### src/rtl/uart_tx_buffered.sv
// FIFO-buffered 8N1 UART transmitter with optional parity bit.
// Bytes pushed by the host are queued and sent LSB-first, frames back-to-back.
module uart_tx_buffered #(
    parameter int CLKS_PER_BIT    = 217,
    parameter int FIFO_DEPTH_LOG2 = 4,
    parameter bit PARITY_EN       = 1'b0,
    parameter bit PARITY_ODD      = 1'b0
) (
    input  logic                     i_Clock,
    input  logic                     i_Rst_L,
    input  logic                     i_Wr_En,
    input  logic [7:0]               i_Wr_Byte,
    input  logic                     i_Clr_Ovf,
    output logic                     o_Full,
    output logic                     o_Empty,
    output logic [FIFO_DEPTH_LOG2:0] o_Count,
    output logic                     o_Overflow,
    output logic                     o_TX_Serial,
    output logic                     o_TX_Active,
    output logic                     o_TX_Done
);

    localparam int DEPTH = 2 ** FIFO_DEPTH_LOG2;
    localparam int CNT_W = FIFO_DEPTH_LOG2 + 1;
    localparam int CW    = $clog2(CLKS_PER_BIT) + 1;

    localparam logic [CNT_W-1:0] FULL_CNT = CNT_W'(DEPTH);
    localparam logic [CW-1:0]    LAST_CLK = CW'(CLKS_PER_BIT - 1);

    localparam logic [2:0] IDLE   = 3'd0;
    localparam logic [2:0] START  = 3'd1;
    localparam logic [2:0] DATA   = 3'd2;
    localparam logic [2:0] PARITY = 3'd3;
    localparam logic [2:0] STOP   = 3'd4;

    logic [7:0]                 r_mem [DEPTH];
    logic [FIFO_DEPTH_LOG2-1:0] r_wr_ptr;
    logic [FIFO_DEPTH_LOG2-1:0] r_rd_ptr;
    logic [CNT_W-1:0]           r_count;
    logic                       r_full;
    logic                       r_empty;
    logic                       r_ovf;

    logic [2:0]    r_state;
    logic [CW-1:0] r_clk_cnt;
    logic [2:0]    r_bit_idx;
    logic [7:0]    r_shift;
    logic          r_tx_serial;
    logic          r_tx_active;
    logic          r_stop_end;
    logic          r_done;

    logic             w_wr_ok;
    logic             w_bit_end;
    logic             w_pop;
    logic [CNT_W-1:0] w_count_next;

    assign w_wr_ok   = i_Wr_En & ~r_full;
    assign w_bit_end = (r_clk_cnt == LAST_CLK);
    // Pop decisions use the registered count, so a same-cycle write is never popped.
    assign w_pop     = (r_count != '0) &&
                       ((r_state == IDLE) || ((r_state == STOP) && w_bit_end));

    always_comb begin
        w_count_next = r_count;
        if (w_wr_ok && !w_pop) begin
            w_count_next = r_count + 1'b1;
        end else if (!w_wr_ok && w_pop) begin
            w_count_next = r_count - 1'b1;
        end
    end

    always_ff @(posedge i_Clock) begin
        if (w_wr_ok) begin
            r_mem[r_wr_ptr] <= i_Wr_Byte;
        end
    end

    always_ff @(posedge i_Clock or negedge i_Rst_L) begin
        if (!i_Rst_L) begin
            r_wr_ptr <= '0;
            r_rd_ptr <= '0;
            r_count  <= '0;
            r_full   <= 1'b0;
            r_empty  <= 1'b1;
            r_ovf    <= 1'b0;
        end else begin
            if (w_wr_ok) begin
                r_wr_ptr <= r_wr_ptr + 1'b1;
            end
            if (w_pop) begin
                r_rd_ptr <= r_rd_ptr + 1'b1;
            end
            r_count <= w_count_next;
            r_full  <= (w_count_next == FULL_CNT);
            r_empty <= (w_count_next == '0);
            // A dropped write outranks a clear in the same cycle.
            if (i_Wr_En && r_full) begin
                r_ovf <= 1'b1;
            end else if (i_Clr_Ovf) begin
                r_ovf <= 1'b0;
            end
        end
    end

    always_ff @(posedge i_Clock or negedge i_Rst_L) begin
        if (!i_Rst_L) begin
            r_state     <= IDLE;
            r_clk_cnt   <= '0;
            r_bit_idx   <= 3'd0;
            r_shift     <= 8'h00;
            r_tx_serial <= 1'b1;
            r_tx_active <= 1'b0;
            r_stop_end  <= 1'b0;
            r_done      <= 1'b0;
        end else begin
            r_stop_end <= (r_state == STOP) && w_bit_end;
            r_done     <= r_stop_end;
            case (r_state)
                IDLE: begin
                    r_tx_serial <= 1'b1;
                    r_clk_cnt   <= '0;
                    if (w_pop) begin
                        r_shift     <= r_mem[r_rd_ptr];
                        r_bit_idx   <= 3'd0;
                        r_tx_active <= 1'b1;
                        r_state     <= START;
                    end
                end
                START: begin
                    r_tx_serial <= 1'b0;
                    if (w_bit_end) begin
                        r_clk_cnt <= '0;
                        r_state   <= DATA;
                    end else begin
                        r_clk_cnt <= r_clk_cnt + 1'b1;
                    end
                end
                DATA: begin
                    r_tx_serial <= r_shift[r_bit_idx];
                    if (w_bit_end) begin
                        r_clk_cnt <= '0;
                        if (r_bit_idx == 3'd7) begin
                            r_bit_idx <= 3'd0;
                            r_state   <= PARITY_EN ? PARITY : STOP;
                        end else begin
                            r_bit_idx <= r_bit_idx + 1'b1;
                        end
                    end else begin
                        r_clk_cnt <= r_clk_cnt + 1'b1;
                    end
                end
                PARITY: begin
                    r_tx_serial <= (^r_shift) ^ PARITY_ODD;
                    if (w_bit_end) begin
                        r_clk_cnt <= '0;
                        r_state   <= STOP;
                    end else begin
                        r_clk_cnt <= r_clk_cnt + 1'b1;
                    end
                end
                STOP: begin
                    r_tx_serial <= 1'b1;
                    if (w_bit_end) begin
                        r_clk_cnt <= '0;
                        if (w_pop) begin
                            r_shift   <= r_mem[r_rd_ptr];
                            r_bit_idx <= 3'd0;
                            r_state   <= START;
                        end else begin
                            r_tx_active <= 1'b0;
                            r_state     <= IDLE;
                        end
                    end else begin
                        r_clk_cnt <= r_clk_cnt + 1'b1;
                    end
                end
                default: begin
                    r_tx_serial <= 1'b1;
                    r_tx_active <= 1'b0;
                    r_clk_cnt   <= '0;
                    r_state     <= IDLE;
                end
            endcase
        end
    end

    assign o_Full      = r_full;
    assign o_Empty     = r_empty;
    assign o_Count     = r_count;
    assign o_Overflow  = r_ovf;
    assign o_TX_Serial = r_tx_serial;
    assign o_TX_Active = r_tx_active;
    assign o_TX_Done   = r_done;

endmodule

### config.mk
export PLATFORM = sky130hd
export DESIGN_NAME = uart_tx_buffered
export DESIGN_NICKNAME = d
export VERILOG_FILES = /design/src/rtl/uart_tx_buffered.sv
export SDC_FILE = /design/constraint.sdc
export NUM_CORES = 1
export LEC_CHECK = 0
export BUFFER_PORTS_ARGS = -buffer_cell sky130_fd_sc_hd__clkbuf_2
export CAP_MARGIN = 30
export CORE_MARGIN = 2
export CORE_UTILIZATION = 45
export CTS_CLUSTER_SIZE = 8
export DETAILED_ROUTE_END_ITERATION = 8
export PLACE_DENSITY_LB_ADDON = 0.25
export SYNTH_ARGS = -nofsm -noshare
export SYNTH_HDL_FRONTEND = slang
export SYNTH_SLANG_ARGS = --single-unit
export TNS_END_PERCENT = 20
### constraint.sdc
create_clock -name i_Clock -period 3.55 [get_ports i_Clock]
set_clock_uncertainty 0.15 [all_clocks]
set_input_delay 0.355 -clock i_Clock [delete_from_list [all_inputs] [get_ports i_Clock]]
set_output_delay 0.355 -clock i_Clock [all_outputs]
set_load 0.005 [all_outputs]
==> results of run 1 <==
==> worst max-delay path: stages (launching register included) <==
cell and delay, ns:
dfrtp_1 0.44, inv_1 0.12, ha_1 0.21, nor4b_2 0.16, nor3_1 0.29, nand2_1 0.43
mux2i_1 0.32, xor2_1 0.14, nor4b_2 0.27
==> registers in the layout, indices dropped and copies added (netlist names) <==
| register | flops |
|---|---|
| r_state | 3 |
| r_mem | 128 |
| r_wr_ptr | 4 |
| o_TX_Serial | 1 |
| r_bit_idx | 3 |
| o_TX_Active | 1 |
| o_Count | 5 |
| o_Full | 1 |
| r_stop_end | 1 |
| r_rd_ptr | 4 |
| o_Overflow | 1 |
| r_shift | 8 |
| o_TX_Done | 1 |
| o_Empty | 1 |
| r_clk_cnt | 9 |
==> logic make-up (layout without fill, tap and decap cells) <==
group,after synthesis,count (layout),synth area share
compound gates,18,18,0.0166
xor+xnor,26,26,0.0322
fa+ha+maj,13,13,0.0227
buf+inv,26,71,0.0158
flops,171,171,0.696
mux,47,47,0.141
simple gates,105,105,0.0756
==> cells in the final DEF, fill, tap and decap left out, types with 2 or more instances in the layout <==
| cell type | count |
|---|---|
| ha_1 | 12 |
| nand2_1 | 43 |
| inv_1 | 9 |
| clkinv_4 | 2 |
| and3_1 | 3 |
| nand2b_1 | 2 |
| o22ai_1 | 2 |
| o21ai_0 | 7 |
| dfstp_2 | 2 |
| xor2_1 | 8 |
| clkbuf_16 | 17 |
| nand4_1 | 4 |
| or3_1 | 3 |
| clkinvlp_4 | 2 |
| nor3_1 | 4 |
| nand3_1 | 7 |
| nor2_1 | 12 |
| clkinv_2 | 2 |
| mux4_2 | 42 |
| inv_8 | 3 |
| a21oi_1 | 4 |
| edfxtp_1 | 128 |
| xnor2_1 | 18 |
| dlygate4sd3_1 | 2 |
| and2_1 | 17 |
| nor4b_2 | 2 |
| clkbuf_2 | 22 |
| nor4_1 | 2 |
| buf_4 | 5 |
| mux2i_1 | 5 |
| dfrtp_1 | 40 |
| inv_6 | 4 |
==> per-layer routing <==
metal	share of wire	vias to the layer above	wire, µm
li1	-	1624	-
met4	0.0068	0	86
met1	0.44	1787	5590
met5	0	-	0
met3	0.038	5	481
met2	0.52	73	6580
==> where the power goes <==
part	internal (mW)	switching, mW
combinational	0.834	0.813
clock	0.923	0.800
sequential	2.47	0.229
==> final timing paths <==
| path | end | from | slack [ns] | cells past startpoint |
|---|---|---|---|---|
| worst max-delay path | o_Full$_DFF_PN0_ | o_Count[0]$_DFF_PN0_ | 0.93 | 8 |
| min in group asynchronous | r_clk_cnt[6]$_DFF_PN0_ | i_Rst_L | 0.36 | 2 |
| max in group asynchronous | o_TX_Serial$_DFF_PN1_ | i_Rst_L | 2.12 | 3 |
| worst min register to register | o_TX_Done$_DFF_PN0_ | r_stop_end$_DFF_PN0_ | 0.20 | 0 |
| worst min-delay path | o_Overflow$_DFFE_PN0P_ | i_Wr_En | 0.03 | 3 |
| worst max register to register | o_Full$_DFF_PN0_ | o_Count[0]$_DFF_PN0_ | 0.93 | 8 |
==> what timing repair did <==
item / CTS / global route
gates resized for setup: 0 / 0
endpoints found under the setup margin: 0 / 0
endpoints found under the hold margin: 26 / 0
hold buffers: 2 / 0
==> cell type report <==
class,instances,area share
Multi-Input combinational cell,209,0.254
Sequential cell,171,0.615
Tap cell,211,0.0330
Clock inverter,14,0.0159
Inverter,9,0.00422
Clock buffer,18,0.0536
Timing Repair Buffer,30,0.0235
==> metrics by stage <==
stage	worst slack (ns)	cell area, µm²
after floorplan	1.27	7070
after global placement	1.03	7420
after detailed placement	0.925	7420
after CTS	0.873	8000
after global routing	0.599	8000
final	0.926	8000
==> impl_results.md, run 1 <==
- Number of flops mapped to enable cells by yosys: 128
- Fin crit share: 0.739
- First-pass GRT wire length: 20800 µm
- CORE AREA: 15300 µm²
- Met1 Use GR: 0.229
- Outcome: completed
- Critical path startpoint category: register
- Vias in the first global route: 3700
- M2 GR Usage: 0.283
- Share of flip-flops with an asynchronous set or reset: 0.251
- Post-synthesis cell area: 7070 µm²
- H-tree Lvls: 4
- Post-DP HPWL: 8300 µm
- IO Pins: 23
- Maximum clock rate: 381 MHz
- Die area: 16700 µm²
- Crit. End Element: register
- Util after Layout: 0.524
- Starting DRT DRC Count: 301
- Min Clock Period, post-route: 2.62 ns
- M3 GR Usage: 0.0388
- Final hold violation count: 0
- Max_cap viols: 0
- Synthesized flop and latch total: 171
- Worst endpoint required time: 3.72 ns
- Pre-antenna DRT Iters: 4
- Setup TNS: 0 ns
- Total GRT Usage: 0.172
- Layout cells sized above 1: 0.242
- Die Width: 129 µm
- Cell taking the most area after synthesis: edfxtp_1
- Top cell types by occurrence after synthesis: 128 x edfxtp_1, 43 x nand2_1, 42 x mux4_2
- Dominant synthesized flop cell: edfxtp_1
- Wirelength, routed: 12700 µm
- Postcts setup bufs: 0
- Final setup violation count: 0
- Most common cell in the netlist: edfxtp_1
- Total Power: 6.07 mW
- Crit Path Max Fanout: 15
- Synth top area cells: edfxtp_1 54%, dfrtp_1 15%, mux4_2 13%
- Synthesis Warnings: 0
- Multi-input gate area: 2040 µm²
- Via density: 5.27
- Buffers on Ports: 22
- Drt drc: 0
- Layout Cells excl Fill: 662
- DR vias: 3489
- Cell count after synthesis: 406
- Die H: 129 µm
- Largest net degree at the start of global routing: 36
- TritonCTS Buffers: 17
- Clock Latency Late Sink: 0.42 ns
- Power density over the cells: 759 nW/µm²
- Initial Util: 0.463
- Peak VDD IR: 0.000437 V
- Register area: 4920 µm²
- Row cnt: 45
- Final nets: 462
- Post-synthesis sequential area ratio: 0.696
- Drt wl/cell: 19.2 µm
- Unrepaired setup endpoints after global routing: no
- Area growth syn-to-layout: 13.2%
- Placed Cells: 628
- Data arrival time of the critical path: 2.80 ns
- Hold Slack: 0.0303 ns
- Worst rel slew slack: 0.534
- Clk sinks: 171
- Gpl congestion: 0.807
- Post-synth top area share: 0.544
- CTS clock-pin slew for the worst setup and hold paths: 0.06 ns
- Antenna-violating nets left: 0
- Syn nets: 430
- GRT overflow: 0
- Worst Tran Pin Value: 0.699 ns
- Cell variety after synth: 39
- Initial antenna violation count: 0
- CTS tree: yes
- Syn Area/Cell: 17.4 µm²
- Root Driver: clkbuf_16
- # fillers: 1230
- Max clock buf depth: 2
- Critical path type: register to register
- Diode count: 0
- Slew Viols, Final: 0
- GR peak layer: met2
- Worst hold path class: input port to register
- Leak pwr: 2.84 nW
(Power assumes the default switching activity.)
==> run 2: changes to the inputs <==
Clock period 3.55 ns to 2.21 ns, I/O delays scaled along.
==> run 2 against run 1 <==
  * The run now ends with setup timing left
  * Global-route usage is 1.0 points higher
  * Routed wire length is 9.3% higher
  * Non-clock buffer count is 41 higher
  * Maximum frequency is 17% higher
  * Sequential cell count stayed put
  * Final area is 5.8% higher
  * Cell count is 6.2% higher
  * Sequential share of layout area is 3.4 points lower
  * Count of clock-buffer cells in the layout is 1 lower
  * Largest power group unchanged
  * Sequential power is 60% higher
  * Highest routed layer unchanged
  * Via count is 7.5% higher
  * Worst setup slack worse by 0.96 ns
==> impl_results.md, run 2 (synthesized netlist as in run 1, its figures left out) <==
- Fin crit share: 1.01
- Max clock buf depth: 2
- Vias in the first global route: 3799
- Pre-antenna DRT Iters: 4
- Gpl congestion: 0.758
- Clk sinks: 171
- Worst Tran Pin Value: 0.520 ns
- Starting DRT DRC Count: 240
- Peak VDD IR: 0.000662 V
- CTS tree: yes
- Antenna-violating nets left: 0
- Worst rel slew slack: 0.654
- Outcome: complete, but fails checks
- Layout cells sized above 1: 0.319
- Critical Path Sink: r_bit_idx[0]$_DFFE_PN0P_
- Final nets: 503
- Row cnt: 45
- Max reg flops: 128
- Die Width: 129 µm
- Die area: 16700 µm²
- Drt drc: 0
- Highest metal used: met4
- Wirelength, routed: 13900 µm
- Maximum clock rate: 446 MHz
- DR vias: 3750
- Area growth syn-to-layout: 19.8%
- GRT overflow: 0
- CTS clock-pin slew for the worst setup and hold paths: 0.07 ns
- M1 WL: 6050 µm
- Initial antenna violation count: 0
- R2r worst-path depth: 6
- Critical path type: register to register
- Unrepaired setup endpoints after global routing: yes
- Root Driver: clkbuf_16
- Power density over the cells: 1230 nW/µm²
- Leak pwr: 3.09 nW
- CORE AREA: 15300 µm²
- FF-to-FF setup slack: -0.03 ns
- Initial Util: 0.463
- Via density: 5.33
- TritonCTS Buffers: 17
- Wire length on met3: 698 µm
- Final hold violation count: 0
- Crit. End Element: register
- Buffers on Ports: 22
- Met2 Wirelength: 6950 µm
- Commonest cells after routing, fill and taps aside: 128 x edfxtp_1, 42 x nand2_1, 42 x mux4_2
- Min Clock Period, post-route: 2.24 ns
- Total Power: 10.4 mW
- Worst hold path class: input port to register
- IO Pins: 23
- Largest net degree at the start of global routing: 32
- Final setup violation count: 2
- Worst endpoint required time: 2.37 ns
- First-pass GRT wire length: 21600 µm
- H-tree Lvls: 4
- Reg2Reg Launch Point: r_clk_cnt[1]$_DFF_PN0_
- Slew Viols, Final: 0
- Critical path origin: r_clk_cnt[1]$_DFF_PN0_
- Design Area, Final: 8470 µm²
- Drt wl/cell: 19.8 µm
- Total GRT Usage: 0.182
- Largest Register: r_mem
- Critical path startpoint category: register
- Final worst slack: -0.0330 ns
- Area after DPL: 7750 µm²
- Largest registers: r_mem (128), r_clk_cnt (9), r_shift (8)
- Clock Latency Late Sink: 0.42 ns
- Max_cap viols: 0
- Post-DP HPWL: 8880 µm
- Crit Path Max Fanout: 6
- Data arrival time of the critical path: 2.40 ns
- Diode count: 0
- Commonest non-fill, non-tap cell in the layout: edfxtp_1
- R2r endpoint: r_bit_idx[0]$_DFFE_PN0P_
- Die H: 129 µm
- Failing checks: setup timing
run 2: cell types whose count changed in the layout (fill, tap and decap cells not counted), sizes merged:
cell,before,now
clkinv,5,3
inv,16,17
dlygate4sd3,2,3
bufinv,0,2
buf,6,46
clkbuf,40,39
run 2: where the power goes:
part / total (mW) / switching [mW] / internal (mW)
combinational: 3.08 / 1.44 / 1.64
clock: 3.03 / 1.31 / 1.72
sequential: 4.33 / 0.360 / 3.97
total: 10.4 / 3.11 / 7.33
run 2: stage by stage:
stage	instances	util	TNS (ns)	setup WS (ns)	hold slack [ns]
2_1_floorplan	406	-	0	0.0231	-0.225
3_3_place_gp	663	0.508	0	0.0227	-0.0182
3_5_place_dp	663	0.508	-0.278	-0.150	-0.0140
4_1_cts	702	0.554	-0.115	-0.0773	0.0330
5_1_grt	703	0.555	-0.333	-0.157	0.0641
6_report	703	0.555	-0.0624	-0.0330	0.0513
run 2: layer usage:
layer,up-vias,GRT usage
met5,-,0
met4,0,0.0620
met3,11,0.0495
met2,71,0.292
met1,1962,0.244
li1,1706,-
run 2: cell type report:
type	count	area (µm²)
fill	1173	6790
sequential	171	4920
multi-input combinational	209	2080
timing repair buffer	71	564
clock buffer	17	425
tap	211	264
clock inverter	15	180
inverter	9	33.8
run 2: repair_timing:
item | 4_1_cts | 5_1_grt
hold buffers | 3 | 0
setup buffers | 4 | 1
pin swaps | 3 | 3
resized for setup | 8 | 2
endpoints found under the setup margin | 5 | 9
hold endpoints to repair | 43 | 0
run 2: how the worst min path moves through the flow:
stage                     cells past startpoint                      to  slack, ns          from
final                                         1   r_mem[0][7]$_DFFE_PP_       0.05  i_Wr_Byte[7]
after global routing                          1   r_mem[8][7]$_DFFE_PP_       0.06  i_Wr_Byte[7]
after CTS                                     1   r_mem[8][7]$_DFFE_PP_       0.03  i_Wr_Byte[7]
after detailed placement                      1  r_clk_cnt[6]$_DFF_PN0_      -0.01       i_Rst_L
after global placement                        1  r_clk_cnt[7]$_DFF_PN0_      -0.02       i_Rst_L
after floorplan                               0    o_Count[0]$_DFF_PN0_      -0.22       i_Rst_L
run 2: critical path: stages, from the launching register on:
cell	delay (ns)
dfrtp_1	0.40
inv_2	0.08
ha_4	0.12
nand4b_1	0.19
or4_4	0.50
or3_4	0.42
a31o_2	0.26
